**src/rtl/mem_arbiter.sv**
```systemverilog
// Two-port arbiter (instruction fetch vs. data) in front of one single-port memory.
// Define MEM_ARBITER_RR_EN for round-robin; otherwise data has priority, bounded by a starve counter.
module mem_arbiter #(
  parameter int STARVE_MAX     = 4,
  parameter int MEM_WORDS_LOG2 = 11
) (
  input  logic        clk,
  input  logic        rst,
  input  logic        if_req,
  input  logic [31:0] if_addr,
  output logic        if_gnt,
  output logic        if_rvalid,
  output logic [31:0] if_rdata,
  input  logic        d_req,
  input  logic        d_we,
  input  logic [31:0] d_addr,
  input  logic [31:0] d_wdata,
  output logic        d_gnt,
  output logic        d_rvalid,
  output logic [31:0] d_rdata,
  output logic        d_err,
  output logic        mem_read,
  output logic        mem_write,
  output logic [31:0] mem_addr,
  output logic [31:0] mem_wdata,
  input  logic [31:0] mem_rdata
);

  localparam logic [31:0] NOP_INSN = 32'h0000_0013;

  logic w_if_gnt;
  logic w_d_gnt;
  logic w_if_oor;
  logic w_d_oor;

  logic        r_if_rvalid;
  logic [31:0] r_if_rdata;
  logic        r_d_rvalid;
  logic [31:0] r_d_rdata;
  logic        r_d_err;

  // Byte address: word index occupies bits [MEM_WORDS_LOG2+1:2]; anything above is outside the memory.
  assign w_if_oor = |if_addr[31:MEM_WORDS_LOG2+2];
  assign w_d_oor  = |d_addr[31:MEM_WORDS_LOG2+2];

`ifdef MEM_ARBITER_RR_EN
  logic r_last_d;

  always_comb begin
    w_d_gnt  = !rst && d_req && !(if_req && r_last_d);
    w_if_gnt = !rst && if_req && !w_d_gnt;
  end

  always_ff @(posedge clk or posedge rst) begin
    if (rst) begin
      r_last_d <= 1'b0;
    end else if (w_d_gnt) begin
      r_last_d <= 1'b1;
    end else if (w_if_gnt) begin
      r_last_d <= 1'b0;
    end
  end
`else
  logic [3:0] r_starve;
  logic       w_fetch_turn;

  assign w_fetch_turn = (r_starve == 4'(STARVE_MAX));

  always_comb begin
    w_d_gnt  = !rst && d_req && !(if_req && w_fetch_turn);
    w_if_gnt = !rst && if_req && !w_d_gnt;
  end

  // Counts data grants taken while fetch waits; saturates so fetch keeps its turn.
  always_ff @(posedge clk or posedge rst) begin
    if (rst) begin
      r_starve <= 4'd0;
    end else if (!if_req || w_if_gnt) begin
      r_starve <= 4'd0;
    end else if (w_d_gnt && !w_fetch_turn) begin
      r_starve <= r_starve + 4'd1;
    end
  end
`endif

  assign if_gnt = w_if_gnt;
  assign d_gnt  = w_d_gnt;

  always_comb begin
    mem_read  = 1'b0;
    mem_write = 1'b0;
    mem_addr  = 32'd0;
    mem_wdata = 32'd0;
    if (w_if_gnt) begin
      mem_addr = if_addr;
      mem_read = !w_if_oor;
    end else if (w_d_gnt) begin
      mem_addr  = d_addr;
      mem_wdata = d_wdata;
      mem_write = d_we && !w_d_oor;
      mem_read  = !d_we && !w_d_oor;
    end
  end

  always_ff @(posedge clk or posedge rst) begin
    if (rst) begin
      r_if_rvalid <= 1'b0;
      r_if_rdata  <= 32'd0;
      r_d_rvalid  <= 1'b0;
      r_d_rdata   <= 32'd0;
      r_d_err     <= 1'b0;
    end else begin
      r_if_rvalid <= w_if_gnt;
      r_d_rvalid  <= w_d_gnt;
      r_d_err     <= w_d_gnt && w_d_oor;
      r_if_rdata  <= 32'd0;
      r_d_rdata   <= 32'd0;
      if (w_if_gnt) begin
        r_if_rdata <= w_if_oor ? NOP_INSN : mem_rdata;
      end
      if (w_d_gnt && !d_we && !w_d_oor) begin
        r_d_rdata <= mem_rdata;
      end
    end
  end

  assign if_rvalid = r_if_rvalid;
  assign if_rdata  = r_if_rdata;
  assign d_rvalid  = r_d_rvalid;
  assign d_rdata   = r_d_rdata;
  assign d_err     = r_d_err;

endmodule

```
**config.mk**
```make
export PLATFORM = sky130hd
export DESIGN_NAME = mem_arbiter
export DESIGN_NICKNAME = d
export VERILOG_FILES = /design/src/rtl/mem_arbiter.sv
export SDC_FILE = /design/constraint.sdc
export NUM_CORES = 1
export LEC_CHECK = 0
export ABC_AREA = 1
export ABC_CLOCK_PERIOD_IN_PS = 3100
export CAP_MARGIN = 40
export CORE_MARGIN = 2
export CORE_UTILIZATION = 33
export DETAILED_ROUTE_END_ITERATION = 10
export PLACE_DENSITY = 0.83
export SYNTH_ARGS = -nofsm -noshare
export SYNTH_HDL_FRONTEND = slang
export SYNTH_SLANG_ARGS = --single-unit
export TNS_END_PERCENT = 1
```
**constraint.sdc**
```tcl
create_clock -name clk -period 3.1 [get_ports clk]
set_input_delay 0.62 -clock clk [delete_from_list [all_inputs] [get_ports clk]]
set_output_delay 0.62 -clock clk [all_outputs]
set_load 0.005 [all_outputs]
```
==> out/results.tsv <==
stage	metric	value	unit
floorplanning	starting density of the core	33.6	%
routing	routed vias/inst	4.30	
synth	number of enable flip-flop cells after synthesis	0	
place	GP Congestion	0.976	
power_and_ir_drop	maximum VDD drop	0.179	mV
sta	Worst Max-Slew Pin Slew	439	ps
finish	utilization after layout	65.3	%
clocking	cts hold-fix bufs	0	
finish	multi-input logic area	1020	sq um
clocking	postcts setup bufs	0	
clocking	Clk Latency, worst-skew pair	340	ps
sta	RSZ-0062 raised after global routing	true	
synth	dominant cell type by area after synthesis	dfrtp_1	
power_and_ir_drop	combinational power share	20.5	%
clocking	clock root buffer	clkbuf_8	
sta	Fmax achieved	0.325	GHz
global_routing	largest net degree at the start of global routing	34	
floorplanning	number of cell rows	36	
routing	WL/cell	14.6	um
floorplanning	Die Ht	103	um
power_and_ir_drop	sw frac	24.5	%
clocking	CTS clock-pin slew for the worst setup and hold paths	70	ps
hold_path	worst hold path type	in2async	
sta	slew margin rel.	70.7	%
synth	Synth Area in Adders	0.768	%
routing	1st-iter DRT viols	112	
power_and_ir_drop	P_leak	3.21	nW
finish	leading cell type in the layout, fill and taps excluded	clkdlybuf4s50_1	
place	post-DP HPWL	10.0	mm
place	IO Port Bufs	267	
critical_path	WP data required	2480	ps
clocking	CTS tree	done	
routing	drt total wl	12.0	mm
synth	Syn Inst Count	411	
power_and_ir_drop	Pint	1.57	mW
routing	Pre-antenna DRT Iters	4	
sta	final hold vios	0	
finish	Reg area	1780	sq um
clocking	CTS Buf Count	9	
synth	mux share of post-synthesis cell area	0	%
sta	fin crit share	99.2	%
clocking	clock tree buffer depth	2	
sta	Pins Over Slew Limit	0	
synth	post-synthesis async set-or-reset flop share	100	%
synth	Mapped Area	3260	sq um
synth	Synth top area share	54.6	%
floorplanning	core area	9680	sq um
synth	Synth Flop Type	dfrtp_1	
global_routing	vias in the first global route	3593	
finish	fraction of layout cells with a size suffix above 1	6.80	%
power_and_ir_drop	clock share of power	34.8	%
run	MaxCap Viol Count	0	
synth	syn nets	546	
synth	post-synthesis compound-gate area fraction	2.19	%
synth	xor-xnor portion of the synthesized cell area	0.538	%
power_and_ir_drop	sequential power share	44.8	%
clocking	CTS-repair resized insts	0	
finish	Antenna diodes	0	
finish	final-layout fill cell count	792	
sta	final setup violating endpoints	0	
synth	#FFs+latches synth	71	
synth	YS warnings	0	
power_and_ir_drop	power per cell area	329	nW/um^2
synth	synth unique cells	22	
critical_path	CP endpoint kind	output port	
synth	Avg Cell Area, Syn	7.92	sq um
routing	via count	3547	
power_and_ir_drop	Sw Pwr	0.510	mW
critical_path	Crit Path Max Fanout	8	
floorplanning	# IOs	268	
global_routing	GRT Residual Overflow	0	
critical_path	worst path arrival time	2460	ps
sta	Tmin final	3080	ps
synth	Area contributors post-synth	dfrtp_1 55%, nor2_1 12%, nand2_1 10%	
clocking	clock sink total	71	
finish	Final nets	821	
floorplanning	die area	10700	sq um
critical_path	category of the most critical setup path	in2out	
global_routing	first-pass GRT wire length	17.7	mm
synth	simple-gate portion of the synthesized area	27.7	%
routing	Post-DRT Antenna Nets	0	
global_routing	GR Util All Layers	22.4	%
synth	sequential fraction of the synthesis area	54.6	%
critical_path	type of origin of the critical path	input pin	
global_routing	initial antenna violation count	0	
synth	combinational family with the most area after synthesis	simple AND/OR/NAND/NOR gates	
status	outcome	finished clean	
sta	clock skew	10.7	ps
power_and_ir_drop	total power	2.08	mW
finish	area delta synth->final	94.2	%
floorplanning	die width	103	um
clocking	H-tree levels	3	
routing	drt drc	0	
finish	most frequent cells in the layout	261 x clkdlybuf4s50_1, 103 x nor2_1, 88 x nand2_1, 86 x inv_1, 71 x dfrtp_1	
-- through the flow --
step | std cells | hold WS, ps | setup TNS, ps | instance area [sq um] | setup WS (ps)
6_report | 824 | 378 | 0 | 6320 | 23.5
5_1_grt | 824 | 396 | -319 | 6320 | -38.9
4_1_cts | 824 | 609 | 0 | 6300 | 7.42
3_5_place_dp | 808 | 601 | 0 | 6100 | 15.7
3_3_place_gp | 808 | 576 | 0 | 6100 | 53.9
2_1_floorplan | 411 | 549 | 0 | 3260 | 683
-- cells in the mapped netlist, types with 2 or more instances --
cell type / n
nor2_2: 11
nand4_1: 4
ha_1: 2
o21ai_0: 8
nor2_1: 103
buf_2: 7
nand3_1: 7
o22ai_1: 5
nand2_1: 88
dfrtp_1: 71
inv_1: 87
buf_6: 8
-- power by group through the flow --
stage | clock network, mW | logic (mW) | registers, mW
final | 0.724 | 0.426 | 0.932
after global routing | 0.795 | 0.464 | 0.932
after CTS | 0.748 | 0.429 | 0.931
after detailed placement | 0 | 0.426 | 0.950
after global placement | 0 | 0.421 | 0.950
after floorplan | 0 | 0.111 | 0.950
-- metal layers --
metal,routed length (um),vias up,share of wire (%),track usage (%)
met5,0,-,0,0
met4,362,0,3.0,9.92
met3,969,22,8.1,6.32
met2,6140,180,51,39.1
met1,4560,1622,38,25.6
li1,-,1723,-,-
-- layout make-up --
type	count	area share, %
Timing Repair Buffer	280	44.7
Tap cell	133	2.63
Clock buffer	10	2.02
Inverter	89	5.36
Sequential cell	71	28.1
Clock inverter	6	1.07
Multi-Input combinational cell	235	16.1
-- worst paths after layout --
kind | to | cells past startpoint | from | slack [ps]
setup reg to reg | d_rdata[22] | 9 | r_starve[0] | 1320
max in group asynchronous | if_rdata[26] | 3 | rst | 2100
setup / recovery | mem_addr[28] | 6 | if_req | 20
hold reg to reg | r_starve[3] | 2 | r_starve[3] | 610
min in group clk | r_starve[3] | 2 | r_starve[3] | 610
hold / removal | d_err | 2 | rst | 380
-- sequential cells by signal, summed over array words and instances, names as in the netlist --
signal and count:
d_err 1, r_starve 4, if_rvalid 1, d_rvalid 1, d_rdata 32, if_rdata 32
-- cell families after synthesis --
kind of cell / after synthesis
compound gates: 13
buf+inv: 105
flops: 71
xor+xnor: 2
simple gates: 218
fa+ha+maj: 2
-- critical path, stage by stage --
cell	delay, ps
clkdlybuf4s50_1	500
nand4_1	140
nand2_4	150
nand2_4	110
o21ai_0	330
clkdlybuf4s50_1	600
Note: power is estimated with default switching activity, not from simulation.
